$ cat src/rtl/le_pkg.sv
// Shared definitions for the line engine: FSM states, DRAM write constants
// and the pixel-to-byte-mask helper.
package le_pkg;

  typedef enum logic [1:0] {
    LE_IDLE,
    LE_SETUP,
    LE_BEAT0,
    LE_BEAT1
  } le_state_e;

  localparam logic [2:0]  LE_CMD_WRITE   = 3'b000;
  localparam int unsigned LE_BURST_ALIGN = 5;
  localparam logic [15:0] LE_MASK_ALL    = 16'hFFFF;

  // Byte mask (1 = keep DRAM contents) for one 128-bit beat of a 32-byte burst.
  // pix is the pixel index inside the burst; only the beat holding it opens a lane.
  function automatic logic [15:0] le_pixel_mask(input logic [2:0] pix, input logic beat);
    logic [15:0] m;
    m = LE_MASK_ALL;
    if (pix[2] == beat) m[{pix[1:0], 2'b00} +: 4] = 4'b0000;
    return m;
  endfunction

endpackage

$ cat src/rtl/le_bresenham_step.sv
// Bresenham stepper: normalises the endpoints on setup (steep swap, left-to-right
// ordering) and advances one pixel per step strobe.
module le_bresenham_step
  import le_pkg::*;
#(
  parameter int unsigned FB_X_BITS = 10,
  parameter int unsigned FB_Y_BITS = 10
) (
  input  logic                           clk,
  input  logic                           rst,
  input  logic                           setup_i,
  input  logic                           step_i,
  input  logic [FB_X_BITS+FB_Y_BITS-1:0] p0_i,
  input  logic [FB_X_BITS+FB_Y_BITS-1:0] p1_i,
  output logic [FB_X_BITS-1:0]           px_o,
  output logic [FB_Y_BITS-1:0]           py_o,
  output logic                           last_o
);

  localparam int unsigned PW = FB_X_BITS + FB_Y_BITS;
  // Steep lines swap axes, so both axes share one internal width.
  localparam int unsigned CW = (FB_X_BITS > FB_Y_BITS) ? FB_X_BITS : FB_Y_BITS;
  localparam int unsigned EW = CW + 2;

  logic [CW-1:0]        ax0, ay0, ax1, ay1, adx, ady;
  logic [CW-1:0]        sx0, sy0, sx1, sy1;
  logic [CW-1:0]        bx0, by0, bx1, by1;
  logic                 steep, yup;
  logic signed [EW-1:0] dx_s, dy_s, err_sub;

  logic [CW-1:0]        x_q, y_q, xend_q;
  logic signed [EW-1:0] dx_q, dy_q, err_q;
  logic                 yup_q, steep_q;

  // Endpoint normalisation evaluated from the latched command points.
  always_comb begin
    ax0   = CW'(p0_i[PW-1:FB_Y_BITS]);
    ay0   = CW'(p0_i[FB_Y_BITS-1:0]);
    ax1   = CW'(p1_i[PW-1:FB_Y_BITS]);
    ay1   = CW'(p1_i[FB_Y_BITS-1:0]);
    adx   = (ax1 >= ax0) ? ax1 - ax0 : ax0 - ax1;
    ady   = (ay1 >= ay0) ? ay1 - ay0 : ay0 - ay1;
    steep = ady > adx;
    sx0   = steep ? ay0 : ax0;
    sy0   = steep ? ax0 : ay0;
    sx1   = steep ? ay1 : ax1;
    sy1   = steep ? ax1 : ay1;
    if (sx0 > sx1) begin
      bx0 = sx1; by0 = sy1; bx1 = sx0; by1 = sy0;
    end else begin
      bx0 = sx0; by0 = sy0; bx1 = sx1; by1 = sy1;
    end
    dx_s = EW'(bx1 - bx0);
    dy_s = EW'((by1 >= by0) ? by1 - by0 : by0 - by1);
    yup  = by0 < by1;
  end

  assign err_sub = err_q - dy_q;

  // Walker state: loaded on setup, advanced one column per step.
  always_ff @(posedge clk) begin
    if (rst) begin
      x_q     <= '0;
      y_q     <= '0;
      xend_q  <= '0;
      dx_q    <= '0;
      dy_q    <= '0;
      err_q   <= '0;
      yup_q   <= 1'b0;
      steep_q <= 1'b0;
    end else if (setup_i) begin
      x_q     <= bx0;
      y_q     <= by0;
      xend_q  <= bx1;
      dx_q    <= dx_s;
      dy_q    <= dy_s;
      err_q   <= dx_s >>> 1;
      yup_q   <= yup;
      steep_q <= steep;
    end else if (step_i) begin
      x_q <= x_q + CW'(1);
      if (err_sub[EW-1]) begin
        y_q   <= yup_q ? y_q + CW'(1) : y_q - CW'(1);
        err_q <= err_sub + dx_q;
      end else begin
        err_q <= err_sub;
      end
    end
  end

  assign px_o   = steep_q ? y_q[FB_X_BITS-1:0] : x_q[FB_X_BITS-1:0];
  assign py_o   = steep_q ? x_q[FB_Y_BITS-1:0] : y_q[FB_Y_BITS-1:0];
  assign last_o = (x_q == xend_q);

endmodule

$ cat src/rtl/line_engine.sv
// Line engine: command latching, handshake FSM and two-beat DRAM burst packing
// for one pixel per burst.
module line_engine
  import le_pkg::*;
#(
  parameter int unsigned FB_X_BITS = 10,
  parameter int unsigned FB_Y_BITS = 10
) (
  input  logic                           clk,
  input  logic                           rst,
  input  logic [31:0]                    LE_color,
  input  logic                           LE_color_valid,
  input  logic [FB_X_BITS+FB_Y_BITS-1:0] LE_point,
  input  logic                           LE_point0_valid,
  input  logic                           LE_point1_valid,
  input  logic                           LE_trigger,
  input  logic [31:0]                    LE_frame,
  output logic                           LE_ready,
  input  logic                           af_full,
  input  logic                           wdf_full,
  output logic                           af_wr_en,
  output logic [30:0]                    af_addr_din,
  output logic                           wdf_wr_en,
  output logic [127:0]                   wdf_din,
  output logic [15:0]                    wdf_mask_din
);

  le_state_e                      state_q, state_d;
  logic [31:0]                    color_q;
  logic [FB_X_BITS+FB_Y_BITS-1:0] p0_q, p1_q;
  logic [27:0]                    frame_q;
  logic                           setup, step, last;
  logic [FB_X_BITS-1:0]           px;
  logic [FB_Y_BITS-1:0]           py;
  logic [27:0]                    pix_off, byte_addr;
  logic                           unused_frame_hi;

  assign unused_frame_hi = ^LE_frame[31:28];

  // State register; reset abandons any burst in flight.
  always_ff @(posedge clk) begin
    if (rst) state_q <= LE_IDLE;
    else     state_q <= state_d;
  end

  // Command registers accept strobes only while idle; a point1 strobe
  // coinciding with trigger lands here before SETUP reads it.
  always_ff @(posedge clk) begin
    if (state_q == LE_IDLE) begin
      if (LE_color_valid)  color_q <= LE_color;
      if (LE_point0_valid) p0_q    <= LE_point;
      if (LE_point1_valid) p1_q    <= LE_point;
      if (LE_trigger)      frame_q <= LE_frame[27:0];
    end
  end

  // Next-state: one address + beat0 push, then beat1 push, per pixel.
  always_comb begin
    state_d = state_q;
    case (state_q)
      LE_IDLE:  if (LE_trigger) state_d = LE_SETUP;
      LE_SETUP: state_d = LE_BEAT0;
      LE_BEAT0: if (!af_full && !wdf_full) state_d = LE_BEAT1;
      LE_BEAT1: if (!wdf_full) state_d = last ? LE_IDLE : LE_BEAT0;
      default:  state_d = LE_IDLE;
    endcase
  end

  // Outputs and stepper strobes, gated by the FIFO full flags.
  always_comb begin
    LE_ready  = 1'b0;
    af_wr_en  = 1'b0;
    wdf_wr_en = 1'b0;
    setup     = 1'b0;
    step      = 1'b0;
    case (state_q)
      LE_IDLE:  LE_ready = 1'b1;
      LE_SETUP: setup = 1'b1;
      LE_BEAT0: begin
        if (!af_full && !wdf_full) begin
          af_wr_en  = 1'b1;
          wdf_wr_en = 1'b1;
        end
      end
      LE_BEAT1: begin
        if (!wdf_full) begin
          wdf_wr_en = 1'b1;
          step      = !last;
        end
      end
      default: ;
    endcase
  end

  le_bresenham_step #(
    .FB_X_BITS(FB_X_BITS),
    .FB_Y_BITS(FB_Y_BITS)
  ) u_step (
    .clk    (clk),
    .rst    (rst),
    .setup_i(setup),
    .step_i (step),
    .p0_i   (p0_q),
    .p1_i   (p1_q),
    .px_o   (px),
    .py_o   (py),
    .last_o (last)
  );

  assign pix_off      = 28'({py, px, 2'b00});
  assign byte_addr    = frame_q + pix_off;
  assign af_addr_din  = {LE_CMD_WRITE, byte_addr[27:LE_BURST_ALIGN], {LE_BURST_ALIGN{1'b0}}};
  assign wdf_din      = {4{color_q}};
  assign wdf_mask_din = le_pixel_mask(px[2:0], state_q == LE_BEAT1);

endmodule

$ cat config.mk
export PLATFORM = sky130hd
export DESIGN_NAME = line_engine
export DESIGN_NICKNAME = d
export VERILOG_FILES = /design/src/rtl/le_pkg.sv /design/src/rtl/le_bresenham_step.sv /design/src/rtl/line_engine.sv
export SDC_FILE = /design/constraint.sdc
export NUM_CORES = 1
export LEC_CHECK = 0
export CORE_MARGIN = 2
export CORE_UTILIZATION = 25
export CTS_BUF_LIST = sky130_fd_sc_hd__clkbuf_8
export DETAILED_ROUTE_END_ITERATION = 12
export GPL_TIMING_DRIVEN = 0
export SYNTH_ARGS = -nofsm -noshare
export SYNTH_HDL_FRONTEND = slang
export SYNTH_HIERARCHICAL = 1
export SYNTH_SLANG_ARGS = --single-unit
$ cat constraint.sdc
create_clock -name clk -period 12.6 [get_ports clk]
set_input_delay 3.78 -clock clk [delete_from_list [all_inputs] [get_ports clk]]
set_output_delay 3.78 -clock clk [all_outputs]
set_load 0.01 [all_outputs]
==> impl_table.tex, run 1 <==
\begin{tabular}{lr}
\hline
Metric & Value \\
\hline
\multicolumn{2}{l}{\textbf{Layout}} \\
\quad Nets & 2137 \\
\quad Footprint of the multi-input gates & 8440 um\^{}2 \\
\quad Layout cells sized above 1 & 13.2\% \\
\quad Layout overhead on the synthesized area & 29.0\% \\
\quad Most frequent standard cell in the layout excluding fill and tap cells & sky130\_fd\_sc\_hd\_\_clkdlybuf4s50\_1 \\
\quad Sequential cell area & 4300 um\^{}2 \\
\quad Top library cells by usage in the layout, fill and taps aside & sky130\_fd\_sc\_hd\_\_clkdlybuf4s50\_1 (255), sky130\_fd\_sc\_hd\_\_nor2\_1 (132), sky130\_fd\_sc\_hd\_\_buf\_4 (131) \\
\quad Number of standard cells in the layout, taps in and fillers out & 2680 \\
\quad Number of fillers in the final layout & 5835 \\
\multicolumn{2}{l}{\textbf{Worst hold path}} \\
\quad Min-Delay Path Depth & 2 \\
\quad Worst Hold Endpoint & u\_step/dx\_q[5]\$\_SDFFE\_PP0P\_ \\
\quad Critical hold path startpoint & u\_step/dx\_q[5]\$\_SDFFE\_PP0P\_ \\
\quad Type of the most critical hold path & reg2reg \\
\multicolumn{2}{l}{\textbf{GRT}} \\
\quad Pin count of the biggest net entering global routing & 33 \\
\quad GRT overflow & 0 \\
\quad Wire length of the first global-routing pass & 72.4 mm \\
\quad Initial antenna violation count & 1 \\
\quad Via count of the first global-routing pass & 12242 \\
\quad Tot GR Track Use & 15.9\% \\
\multicolumn{2}{l}{\textbf{Job}} \\
\quad Total of max-cap violations & 0 \\
\multicolumn{2}{l}{\textbf{Placement}} \\
\quad Port Buffer Count & 255 \\
\quad RD Place Congestion & 0.939 \\
\quad Cell Count Post-Placement & 2633 \\
\quad Minimum setup slack after placement & -0.766 ns \\
\quad Detailed-placement wirelength estimate & 38.5 mm \\
\multicolumn{2}{l}{\textbf{Timing}} \\
\quad Min Clock Period, post-route & 11.98 ns \\
\quad Worst-Margin Slew & 1.15 ns \\
\quad Worst-case setup margin in the final layout & 0.618 ns \\
\quad Setup Total Neg Slack & 0 ns \\
\quad Setup violations, final & 0 \\
\quad Worst hold slack across all endpoints & 0.471 ns \\
\quad Count of pins over their slew limit & 0 \\
\quad Worst slew margin & 23.2\% \\
\quad Final hold violation count & 0 \\
\quad Portion of the clock cycle consumed by the worst path in the final layout & 95.1\% \\
\quad Peak clock frequency supported by timing & 83.5 MHz \\
\quad Clock Skew & 0.0176 ns \\
\multicolumn{2}{l}{\textbf{Critical path}} \\
\quad Register-to-register setup slack & 0.62 ns \\
\quad Req. time, crit path & 13.00 ns \\
\quad Arrival time of the worst setup path & 12.38 ns \\
\quad Slowest cell on the critical path & sky130\_fd\_sc\_hd\_\_a21oi\_1 \\
\quad Kind of end point of the critical path & flop \\
\quad Peak fanout along the critical path & 10 \\
\quad Crit start category & flop \\
\quad Largest stage delay on the critical path & 0.51 ns \\
\quad Length in cells of the worst reg-to-reg path & 53 \\
\quad Launch instance of the worst register-to-register path & p1\_q[0]\$\_DFFE\_PP\_ \\
\quad Worst r2r dst & u\_step/dy\_q[9]\$\_SDFFE\_PP0P\_ \\
\quad Category of the most critical setup path & reg2reg \\
\multicolumn{2}{l}{\textbf{Synth}} \\
\quad Arithmetic-cell share of the synthesized area counting full adders, half adders and majority gates & 12.7\% \\
\quad Basic-gate share of the synthesized area counting and, or, nand and nor cells & 12.8\% \\
\quad Complex-gate fraction of the synthesized area & 21.3\% \\
\quad Share of async-settable or async-resettable flops after synthesis & 0\% \\
\quad Cells after synthesis & 1615 \\
\quad Post-synthesis instance area & 14200 um\^{}2 \\
\quad Dominant combinational cell family by area after synthesis & compound AO/OA/AOI/OAI gates \\
\quad Average size of a mapped cell & 8.80 um\^{}2 \\
\quad Share of the yosys chip area belonging to registers & 30.3\% \\
\quad Mux contribution to synthesized area & 5.75\% \\
\quad Register bit total from synthesis & 166 \\
\quad Yosys warnings & 6 \\
\quad Number of flops mapped to enable cells by yosys & 98 \\
\quad Distinct cell type count of the synthesized netlist & 88 \\
\quad Fraction of synthesized cell area in xor and xnor cells & 6.16\% \\
\quad Primary FF master, synth & sky130\_fd\_sc\_hd\_\_edfxtp\_1 \\
\multicolumn{2}{l}{\textbf{Floorplanning}} \\
\quad Row cnt & 87 \\
\quad Ports & 270 \\
\quad Area of the core & 56300 um\^{}2 \\
\quad Die Span X & 242 um \\
\quad Initial core utilization & 25.2\% \\
\quad Area enclosed by the die boundary & 58800 um\^{}2 \\
\quad Vertical die dimension & 242 um \\
\multicolumn{2}{l}{\textbf{Routing}} \\
\quad Post-detailed-route DRC marker count & 0 \\
\quad Routed Wire Length & 47.8 mm \\
\quad First-pass iteration count of the detailed router & 5 \\
\quad First-iteration detailed-routing DRC count & 894 \\
\quad Avg Vias per Cell & 4.83 \\
\quad Avg WL per Cell & 17.8 um \\
\quad Detail Route Antenna Nets & 0 \\
\quad Vias post-DR & 12935 \\
\multicolumn{2}{l}{\textbf{Clocking}} \\
\quad Number of clock sinks & 166 \\
\quad TritonCTS buffer count & 17 \\
\quad Clock-pin slew on the worst setup and hold paths & 0.10 ns \\
\quad Longest Clk Path Bufs & 2 \\
\quad \# hold bufs at CTS & 0 \\
\quad Insertion delay to the later sink of the worst-skew pair & 0.55 ns \\
\quad Maximum level of the CTS H-tree & 4 \\
\quad Clock Root Buffer & sky130\_fd\_sc\_hd\_\_clkbuf\_8 \\
\quad CTS tree & yes \\
\multicolumn{2}{l}{\textbf{Outcome}} \\
\quad Result of the run & finished, final reports clean \\
\hline
\end{tabular}
[flip-flops by register name, summed over array words and instances, names as in the netlist]
name and count:
frame_q 26, u_step/y_q 10, u_step/steep_q 1, u_step/dy_q 11, u_step/xend_q 10, u_step/dx_q 11, u_step/err_q 12, p0_q 20
state_q 2, color_q 32, p1_q 20, u_step/x_q 10, u_step/yup_q 1
[worst max-delay path: cells and delay by family (launching register included)]
| family | cells | cell delay [ns] |
|---|---|---|
| muxes | 1 | 0.35 |
| buffers and inverters | 9 | 1.69 |
| AOI/OAI and AO/OA | 25 | 5.77 |
| and+or+nand+nor | 11 | 1.56 |
| DFF | 1 | 0.45 |
| xor gates and xnor gates | 2 | 0.43 |
| adders and majority gates | 5 | 1.60 |
[worst max-delay path by stage]
stage	from	endpoint	slack, ns	depth (start not counted)
floorplan	p1_q[0]$_DFFE_PP_	u_step/dy_q[9]$_SDFFE_PP0P_	2.12	53
global placement	p1_q[0]$_DFFE_PP_	u_step/dy_q[9]$_SDFFE_PP0P_	-0.72	53
detailed placement	p1_q[0]$_DFFE_PP_	u_step/dy_q[9]$_SDFFE_PP0P_	-0.77	50
CTS	p1_q[0]$_DFFE_PP_	u_step/dy_q[9]$_SDFFE_PP0P_	0.04	53
global route	p1_q[0]$_DFFE_PP_	u_step/dy_q[9]$_SDFFE_PP0P_	-0.005	54
finish	p1_q[0]$_DFFE_PP_	u_step/dy_q[9]$_SDFFE_PP0P_	0.62	53
[synth_stat cells, types with 9 or more instances]
library cell	n	area share, %
sky130_fd_sc_hd__a211oi_1	46	2.4
sky130_fd_sc_hd__a21o_1	40	2.1
sky130_fd_sc_hd__a21oi_1	118	4.2
sky130_fd_sc_hd__a221oi_1	9	0.55
sky130_fd_sc_hd__and2_1	23	1.0
sky130_fd_sc_hd__and3_1	11	0.48
sky130_fd_sc_hd__buf_2	15	0.53
sky130_fd_sc_hd__buf_4	118	6.2
sky130_fd_sc_hd__clkbuf_1	33	0.87
sky130_fd_sc_hd__dfxtp_1	68	9.6
sky130_fd_sc_hd__edfxtp_1	98	21
sky130_fd_sc_hd__fa_1	9	1.3
sky130_fd_sc_hd__ha_1	127	11
sky130_fd_sc_hd__inv_1	113	3.0
sky130_fd_sc_hd__mux2_2	29	2.3
sky130_fd_sc_hd__mux2i_1	49	3.5
sky130_fd_sc_hd__nand2_1	127	3.4
sky130_fd_sc_hd__nand2b_1	9	0.40
sky130_fd_sc_hd__nand3_1	18	0.63
sky130_fd_sc_hd__nand4_1	15	0.66
sky130_fd_sc_hd__nor2_1	132	3.5
sky130_fd_sc_hd__nor2b_1	9	0.40
sky130_fd_sc_hd__nor3_1	19	0.67
sky130_fd_sc_hd__o211ai_1	31	1.6
sky130_fd_sc_hd__o21a_1	10	0.53
sky130_fd_sc_hd__o21ai_0	74	2.6
sky130_fd_sc_hd__o21ai_1	18	0.63
sky130_fd_sc_hd__o21bai_1	19	1.0
sky130_fd_sc_hd__xnor2_1	66	4.1
sky130_fd_sc_hd__xor2_1	34	2.1
[through the flow]
| stage | instance area, um^2 | utilization, % |
|---|---|---|
| 5_1_grt | 18300 | 32.6 |
| 2_1_floorplan | 14200 | - |
| 3_3_place_gp | 17700 | 31.5 |
| 6_report | 18300 | 32.6 |
| 4_1_cts | 18200 | 32.3 |
| 3_5_place_dp | 17700 | 31.5 |
[cell families (layout without fill, tap and decap cells)]
logic type,after synthesis,after routing
simple gates,392,392
fa+ha+maj,140,140
compound gates,451,451
other cells,1,10
buf+inv,287,587
mux,78,78
flops,166,166
xor+xnor,100,100
[what timing repair did]
item	CTS	global route
gates cloned	0	0
pin swaps	0	6
endpoints found under the hold margin	0	0
buffers inserted	0	13
endpoints found under the setup margin	4	6
resized for setup	9	19
[metal layers]
layer / share of wire [%] / global-route usage, % / vias to the layer above / wire, um
met5: 0 / 0 / - / 0
met2: 48 / 26.2 / 398 / 22700
met3: 4.0 / 2.35 / 70 / 1930
met4: 2.7 / 5.72 / 0 / 1300
li1: - / - / 6253 / -
met1: 46 / 21.0 / 6214 / 21800
[layout make-up]
| class | instances | area share [%] |
|---|---|---|
| well taps | 756 | 5.16 |
| flip-flops and latches | 166 | 23.5 |
| repair buffers | 268 | 14.5 |
| inverters | 113 | 2.31 |
| clock buffers | 17 | 1.28 |
| plain buffers | 174 | 6.26 |
| clock inverters | 15 | 0.963 |
| multi-input cells | 1169 | 46.0 |
| diodes | 2 | 0.0273 |
Power of run 1 is not shown: default switching activity piles up to over one toggle a cycle in this logic, so the estimate is an artifact.
==> inputs of run 2 (changes only) <==
--- a/config.mk
+++ b/config.mk
@@ -5,10 +5,10 @@
 export SDC_FILE = /design/constraint.sdc
 export NUM_CORES = 1
 export LEC_CHECK = 0
-export CORE_MARGIN = 2
 export CORE_UTILIZATION = 25
 export CTS_BUF_LIST = sky130_fd_sc_hd__clkbuf_8
 export DETAILED_ROUTE_END_ITERATION = 12
+export DONT_BUFFER_PORTS = 1
 export GPL_TIMING_DRIVEN = 0
 export SYNTH_ARGS = -nofsm -noshare
 export SYNTH_HDL_FRONTEND = slang
==> run 2 against run 1 <==
Against the previous run:
- clock-buffer cell count unchanged
- first-iteration DRC count increased by 24%
- cell count decreased by 9.6%
- fmax decreased by 0.44%
- critical endpoint unchanged
==> impl_table.tex, run 2 (synthesis results as in run 1) <==
\begin{tabular}{lr}
\hline
Metric & Value \\
\hline
\multicolumn{2}{l}{\textbf{Outcome}} \\
\quad Result of the run & finished, final reports clean \\
\multicolumn{2}{l}{\textbf{Timing}} \\
\quad Count of pins over their slew limit & 0 (unchanged) \\
\quad Worst slew margin & 18.0\% (-5.2 points) \\
\quad Setup Total Neg Slack & 0 ns (unchanged) \\
\quad Final hold violation count & 0 (unchanged) \\
\quad Worst-Margin Slew & 1.23 ns (+0.0784 ns) \\
\quad Min Clock Period, post-route & 12.03 ns (+0.0525 ns) \\
\quad Worst-case setup margin in the final layout & 0.566 ns (-0.0525 ns) \\
\quad Peak clock frequency supported by timing & 83.1 MHz (-0.44\%) \\
\quad Worst hold slack across all endpoints & 0.456 ns (-0.0151 ns) \\
\quad Setup violations, final & 0 (unchanged) \\
\quad Portion of the clock cycle consumed by the worst path in the final layout & 95.5\% (+0.42 points) \\
\quad Clock Skew & 0.0185 ns (+0.000903 ns) \\
\multicolumn{2}{l}{\textbf{Floorplanning}} \\
\quad Area enclosed by the die boundary & 57800 um\^{}2 (-1.6\%) \\
\quad Ports & 270 (unchanged) \\
\quad Vertical die dimension & 240 um (-0.83\%) \\
\quad Initial core utilization & 25.2\% (unchanged) \\
\quad Area of the core & 56300 um\^{}2 (unchanged) \\
\quad Die Span X & 240 um (-0.83\%) \\
\quad Row cnt & 87 (unchanged) \\
\multicolumn{2}{l}{\textbf{Clocking}} \\
\quad CTS tree & yes \\
\quad Clock-pin slew on the worst setup and hold paths & 0.09 ns (about the same) \\
\quad Maximum level of the CTS H-tree & 4 (unchanged) \\
\quad \# hold bufs at CTS & 0 (unchanged) \\
\quad Number of clock sinks & 166 (unchanged) \\
\quad Clock Root Buffer & sky130\_fd\_sc\_hd\_\_clkbuf\_8 \\
\quad TritonCTS buffer count & 17 (unchanged) \\
\quad Insertion delay to the later sink of the worst-skew pair & 0.57 ns (+0.02 ns) \\
\quad Longest Clk Path Bufs & 2 (unchanged) \\
\multicolumn{2}{l}{\textbf{GRT}} \\
\quad Initial antenna violation count & 2 (+1) \\
\quad GRT overflow & 0 (unchanged) \\
\quad Tot GR Track Use & 15.1\% (-0.78 points) \\
\quad Met3 global-route usage & 3.08\% (+0.73 points) \\
\quad Via count of the first global-routing pass & 11180 (-8.7\%) \\
\quad Top Usage Layer GRT & met2 \\
\quad M2 GR Usage & 23.4\% (-2.7 points) \\
\quad Pin count of the biggest net entering global routing & 28 (-15\%) \\
\quad Met1 demand-to-capacity share in global routing & 20.1\% (-0.90 points) \\
\quad Wire length of the first global-routing pass & 65.4 mm (-9.6\%) \\
\multicolumn{2}{l}{\textbf{Routing}} \\
\quad Avg WL per Cell & 18.4 um (+3.4\%) \\
\quad Post-detailed-route DRC marker count & 0 (unchanged) \\
\quad Vias post-DR & 11993 (-7.3\%) \\
\quad First-pass iteration count of the detailed router & 6 (+1) \\
\quad Routed Wire Length & 44.6 mm (-6.6\%) \\
\quad Detail Route Antenna Nets & 0 (unchanged) \\
\quad First-iteration detailed-routing DRC count & 1106 (+24\%) \\
\quad Avg Vias per Cell & 4.95 (+2.6\%) \\
\multicolumn{2}{l}{\textbf{Layout}} \\
\quad Number of standard cells in the layout, taps in and fillers out & 2422 (-9.6\%) \\
\quad Layout overhead on the synthesized area & 11.0\% \\
\quad Nets & 1880 (-12\%) \\
\quad Number of flip-flops in the largest register & 32 (unchanged) \\
\quad Top library cells by usage in the layout, fill and taps aside & sky130\_fd\_sc\_hd\_\_nor2\_1 (132), sky130\_fd\_sc\_hd\_\_ha\_1 (127), sky130\_fd\_sc\_hd\_\_buf\_4 (127) \\
\quad Layout cells sized above 1 & 14.9\% (+1.7 points) \\
\quad Biggest regs & color\_q: 32 flops, frame\_q: 26 flops \\
\quad Most frequent standard cell in the layout excluding fill and tap cells & sky130\_fd\_sc\_hd\_\_nor2\_1 \\
\quad Register ranked first by flip-flop count & color\_q \\
\multicolumn{2}{l}{\textbf{Critical path}} \\
\quad Peak fanout along the critical path & 10 (unchanged) \\
\quad Crit start category & flop \\
\quad Slowest cell on the critical path & sky130\_fd\_sc\_hd\_\_edfxtp\_1 \\
\quad Req. time, crit path & 13.02 ns (+0.02 ns) \\
\quad Category of the most critical setup path & reg2reg \\
\quad Arrival time of the worst setup path & 12.45 ns (+0.07 ns) \\
\quad Largest stage delay on the critical path & 0.54 ns (+0.03 ns) \\
\quad Critical path's most frequent cell & sky130\_fd\_sc\_hd\_\_a21oi\_1 \\
\quad Kind of end point of the critical path & flop \\
\multicolumn{2}{l}{\textbf{Placement}} \\
\quad Detailed-placement wirelength estimate & 35.9 mm (-6.7\%) \\
\quad Cell Count Post-Placement & 2379 (-9.6\%) \\
\quad Port Buffer Count & 0 (-100\%) \\
\quad RD Place Congestion & 0.934 (-0.53\%) \\
\quad Minimum setup slack after placement & -0.701 ns (+0.0649 ns) \\
\multicolumn{2}{l}{\textbf{Job}} \\
\quad Total of max-cap violations & 0 (unchanged) \\
\multicolumn{2}{l}{\textbf{Worst hold path}} \\
\quad Type of the most critical hold path & reg2reg \\
\hline
\end{tabular}
-- run 2: cell types whose count changed in the layout (fill, tap and decap cells not counted), sizes merged --
| cell | delta |
|---|---|
| clkinv | -1 |
| diode | -1 |
| clkinvlp | +1 |
| clkbuf | +2 |
| clkdlybuf4s50 | -255 |
| inv | +1 |
| buf | -4 |
| bufinv | -1 |
-- run 2: layout make-up --
class	instances	area, um^2
Fill cell	5989	40500
Multi-Input combinational cell	1169	8440
Sequential cell	166	4300
Buffer	174	1150
Tap cell	756	946
Inverter	113	424
Clock buffer	17	234
Clock inverter	15	151
Timing Repair Buffer	11	115
Antenna cell	1	2.50
-- run 2: repair_timing --
item / 4_1_cts / 5_1_grt
resized for setup: 9 / 18
pin swaps: 0 / 5
buffers inserted: 0 / 10
setup endpoints to repair: 4 / 6
-- run 2: stage by stage --
step | area (um^2) | utilization (%)
detailed placement | 15200 | 27.0
global placement | 15200 | 27.0
global route | 15800 | 28.0
floorplan | 14200 | -
CTS | 15600 | 27.7
finish | 15800 | 28.0
-- run 2: worst max-delay path: cells and delay by family, from the launching register on --
kind	cells	cell delay, ns
DFF	1	0.54
and+or+nand+nor	10	1.37
muxes	1	0.38
adders and majority gates	5	1.55
AOI/OAI and AO/OA	27	5.80
xor gates and xnor gates	2	0.38
buffers and inverters	9	1.87
-- run 2: per-layer routing --
metal	wire (um)	part of all wire, %
met3	2570	5.8
met1	20400	46
met2	20400	46
met5	13	0.029
met4	1230	2.8
-- run 2: worst paths after layout --
kind	start	cells after the start	to	slack, ns
max	p1_q[10]$_DFFE_PP_	54	u_step/dy_q[9]$_SDFFE_PP0P_	0.57
max reg2reg	p1_q[10]$_DFFE_PP_	54	u_step/dy_q[9]$_SDFFE_PP0P_	0.57
min reg2reg	u_step/dx_q[9]$_SDFFE_PP0P_	2	u_step/dx_q[9]$_SDFFE_PP0P_	0.46
min	u_step/dx_q[9]$_SDFFE_PP0P_	2	u_step/dx_q[9]$_SDFFE_PP0P_	0.46
Power of run 2 is left out for the same reason.
==> inputs of run 3 (changes only) <==
==> constraint.sdc (replaced) <==
create_clock -name clk -period 10.8 [get_ports clk]
set_input_delay 3.24 -clock clk [delete_from_list [all_inputs] [get_ports clk]]
set_output_delay 3.24 -clock clk [all_outputs]
set_load 0.01 [all_outputs]
==> run 3 against run 2 <==
Against the previous run:
- clock-buffer cell count did not move
- via count increased by 0.93%
- fmax is 14% higher
- non-clock buffer count is 22 higher
- setup slack got worse by 0.32 ns
- register-to-register slack got worse by 0.32 ns
- wire length increased by 1.3%
- first-iteration DRC count increased by 6.5%
- sequential share of layout area is 0.93 points lower
- cell count grew 0.91%
- global-route usage grew 0.11 points
- sequential cell count stayed put
- critical endpoint unchanged
- largest cell class unchanged
==> impl_table.tex, run 3 (synthesis results as in run 1) <==
\begin{tabular}{lr}
\hline
Metric & Value \\
\hline
\multicolumn{2}{l}{\textbf{Routing}} \\
\quad Post-detailed-route DRC marker count & 0 (unchanged) \\
\quad Avg WL per Cell & 18.5 um (+0.39\%) \\
\quad Vias post-DR & 12105 (+0.93\%) \\
\quad Avg Vias per Cell & 4.95 (about the same) \\
\quad Detail Route Antenna Nets & 0 (unchanged) \\
\quad First-pass iteration count of the detailed router & 7 (+1) \\
\quad First-iteration detailed-routing DRC count & 1178 (+6.5\%) \\
\quad Routed Wire Length & 45.2 mm (+1.3\%) \\
\multicolumn{2}{l}{\textbf{Clocking}} \\
\quad Maximum level of the CTS H-tree & 4 (unchanged) \\
\quad TritonCTS buffer count & 17 (unchanged) \\
\quad Clock-pin slew on the worst setup and hold paths & 0.09 ns (about the same) \\
\quad Insertion delay to the later sink of the worst-skew pair & 0.57 ns (about the same) \\
\quad Clock Root Buffer & sky130\_fd\_sc\_hd\_\_clkbuf\_8 \\
\quad \# hold bufs at CTS & 0 (unchanged) \\
\quad CTS tree & yes \\
\quad Number of clock sinks & 166 (unchanged) \\
\quad Longest Clk Path Bufs & 2 (unchanged) \\
\multicolumn{2}{l}{\textbf{Critical path}} \\
\quad Slowest cell on the critical path & sky130\_fd\_sc\_hd\_\_edfxtp\_1 \\
\quad Category of the most critical setup path & reg2reg \\
\quad Top cell family by delay on the critical path & compound AO/OA/AOI/OAI gates \\
\quad Depth of the critical timing path with buffers and inverters included & 53 (-1.9\%) \\
\quad Largest stage delay on the critical path & 0.41 ns (-0.13 ns) \\
\quad Length in cells of the worst reg-to-reg path & 53 (-1.9\%) \\
\quad Arrival time of the worst setup path & 10.98 ns (-1.47 ns) \\
\quad Kind of end point of the critical path & flop \\
\quad Peak fanout along the critical path & 10 (unchanged) \\
\quad Register-to-register setup slack & 0.24 ns (-0.32 ns) \\
\quad Req. time, crit path & 11.22 ns (-1.80 ns) \\
\quad Crit start category & flop \\
\quad Number of buffers and inverters on the critical path & 10 (+1) \\
\multicolumn{2}{l}{\textbf{Layout}} \\
\quad Register ranked first by flip-flop count & color\_q \\
\quad Footprint of the multi-input gates & 8780 um\^{}2 (+3.9\%) \\
\quad Most frequent standard cell in the layout excluding fill and tap cells & sky130\_fd\_sc\_hd\_\_buf\_4 \\
\quad Number of fillers in the final layout & 5924 (-1.1\%) \\
\quad Layout overhead on the synthesized area & 14.9\% \\
\quad Sequential cell area & 4300 um\^{}2 (unchanged) \\
\quad Number of flip-flops in the largest register & 32 (unchanged) \\
\quad Layout cells sized above 1 & 19.3\% (+4.4 points) \\
\quad Biggest regs & color\_q: 32 flops, frame\_q: 26 flops \\
\quad Top library cells by usage in the layout, fill and taps aside & sky130\_fd\_sc\_hd\_\_buf\_4 (149), sky130\_fd\_sc\_hd\_\_nor2\_1 (127), sky130\_fd\_sc\_hd\_\_nand2\_1 (125) \\
\quad Share of the core filled with cells in the final layout & 29.0\% (+0.98 points) \\
\quad Nets & 1902 (+1.2\%) \\
\multicolumn{2}{l}{\textbf{Placement}} \\
\quad RD Place Congestion & 0.934 (unchanged) \\
\quad Port Buffer Count & 0 (unchanged) \\
\quad Minimum setup slack after placement & -2.50 ns (-1.80 ns) \\
\quad Detailed-placement wirelength estimate & 35.9 mm (unchanged) \\
\multicolumn{2}{l}{\textbf{Job}} \\
\quad Total of max-cap violations & 0 (unchanged) \\
\multicolumn{2}{l}{\textbf{Floorplanning}} \\
\quad Area of the core & 56300 um\^{}2 (unchanged) \\
\quad Initial core utilization & 25.2\% (unchanged) \\
\quad Vertical die dimension & 240 um (unchanged) \\
\quad Die Span X & 240 um (unchanged) \\
\quad Area enclosed by the die boundary & 57800 um\^{}2 (unchanged) \\
\quad Row cnt & 87 (unchanged) \\
\quad Ports & 270 (unchanged) \\
\multicolumn{2}{l}{\textbf{GRT}} \\
\quad Met1 demand-to-capacity share in global routing & 20.1\% (-0.021 points) \\
\quad Top Usage Layer GRT & met2 \\
\quad Initial antenna violation count & 2 (unchanged) \\
\quad GRT overflow & 0 (unchanged) \\
\quad Via count of the first global-routing pass & 11285 (+0.94\%) \\
\quad Met3 global-route usage & 3.19\% (+0.11 points) \\
\quad Wire length of the first global-routing pass & 65.9 mm (+0.76\%) \\
\quad M2 GR Usage & 23.7\% (+0.28 points) \\
\quad Pin count of the biggest net entering global routing & 28 (unchanged) \\
\quad Tot GR Track Use & 15.2\% (+0.11 points) \\
\multicolumn{2}{l}{\textbf{Timing}} \\
\quad Clock Skew & 0.0191 ns (+0.000621 ns) \\
\quad Worst hold slack across all endpoints & 0.456 ns (-0.0000470 ns) \\
\quad Worst slew margin & 24.0\% (+6.0 points) \\
\quad Peak clock frequency supported by timing & 94.7 MHz (+14\%) \\
\quad Portion of the clock cycle consumed by the worst path in the final layout & 97.8\% (+2.2 points) \\
\quad Setup violations, final & 0 (unchanged) \\
\quad Count of pins over their slew limit & 0 (unchanged) \\
\quad Final hold violation count & 0 (unchanged) \\
\quad Worst-case setup margin in the final layout & 0.243 ns (-0.323 ns) \\
\quad Min Clock Period, post-route & 10.56 ns (-1.48 ns) \\
\quad Worst-Margin Slew & 1.14 ns (-0.0897 ns) \\
\multicolumn{2}{l}{\textbf{Worst hold path}} \\
\quad Min-Delay Path Depth & 2 (unchanged) \\
\quad Type of the most critical hold path & reg2reg \\
\multicolumn{2}{l}{\textbf{Outcome}} \\
\quad Result of the run & finished, final reports clean \\
\hline
\end{tabular}
## run 3: changes by cell type in the layout (fill, tap and decap cells not counted), moves of 5 or more
cell and delta:
sky130_fd_sc_hd__o21ai_0 -12, sky130_fd_sc_hd__o21ai_2 +11, sky130_fd_sc_hd__ha_1 -5, sky130_fd_sc_hd__buf_6 +6, sky130_fd_sc_hd__a21oi_2 +12, sky130_fd_sc_hd__a21oi_1 -15
sky130_fd_sc_hd__buf_4 +22, sky130_fd_sc_hd__nor2_1 -5
## run 3: path summary, 6_finish.rpt
check	from	end
max	p1_q[10]$_DFFE_PP_	u_step/dy_q[9]$_SDFFE_PP0P_
min	u_step/dx_q[9]$_SDFFE_PP0P_	u_step/dx_q[9]$_SDFFE_PP0P_
max reg2reg	p1_q[10]$_DFFE_PP_	u_step/dy_q[9]$_SDFFE_PP0P_
min reg2reg	u_step/dx_q[9]$_SDFFE_PP0P_	u_step/dx_q[9]$_SDFFE_PP0P_
## run 3: cell type report
cell class | instances | area share (%)
multi-input cells | 1169 | 53.7
flip-flops and latches | 166 | 26.4
plain buffers | 174 | 7.39
well taps | 756 | 5.79
inverters | 113 | 2.60
repair buffers | 33 | 1.74
clock buffers | 17 | 1.43
clock inverters | 15 | 0.927
diodes | 1 | 0.0153
## run 3: tightest hold or removal path: stages, from the launching register on
cell,delay [ns]
sky130_fd_sc_hd__dfxtp_1,0.32
sky130_fd_sc_hd__nand2_1,0.05
sky130_fd_sc_hd__o21ai_1,0.05
## run 3: what timing repair did
item                       CTS  global route
pin swaps                   11            15
buffers inserted            17            15
gates resized for setup     57            69
setup endpoints to repair   11             7
## run 3: per-layer routing
layer  part of all wire (%)  vias to the layer above
met3                    5.8                       74
met2                     46                      453
met1                     45                     5784
met5                  0.029                        -
met4                    2.7                        2
li1                       -                     5792
## run 3: metrics by stage
step	instance area, um^2	setup TNS, ns	cells
3_3_place_gp	15200	-15.78	2378
4_1_cts	15900	0	2428
5_1_grt	16300	-0.266	2444
2_1_floorplan	14200	0	1622
6_report	16300	0	2444
3_5_place_dp	15200	-15.77	2379
Power of run 3 is left out for the same reason.
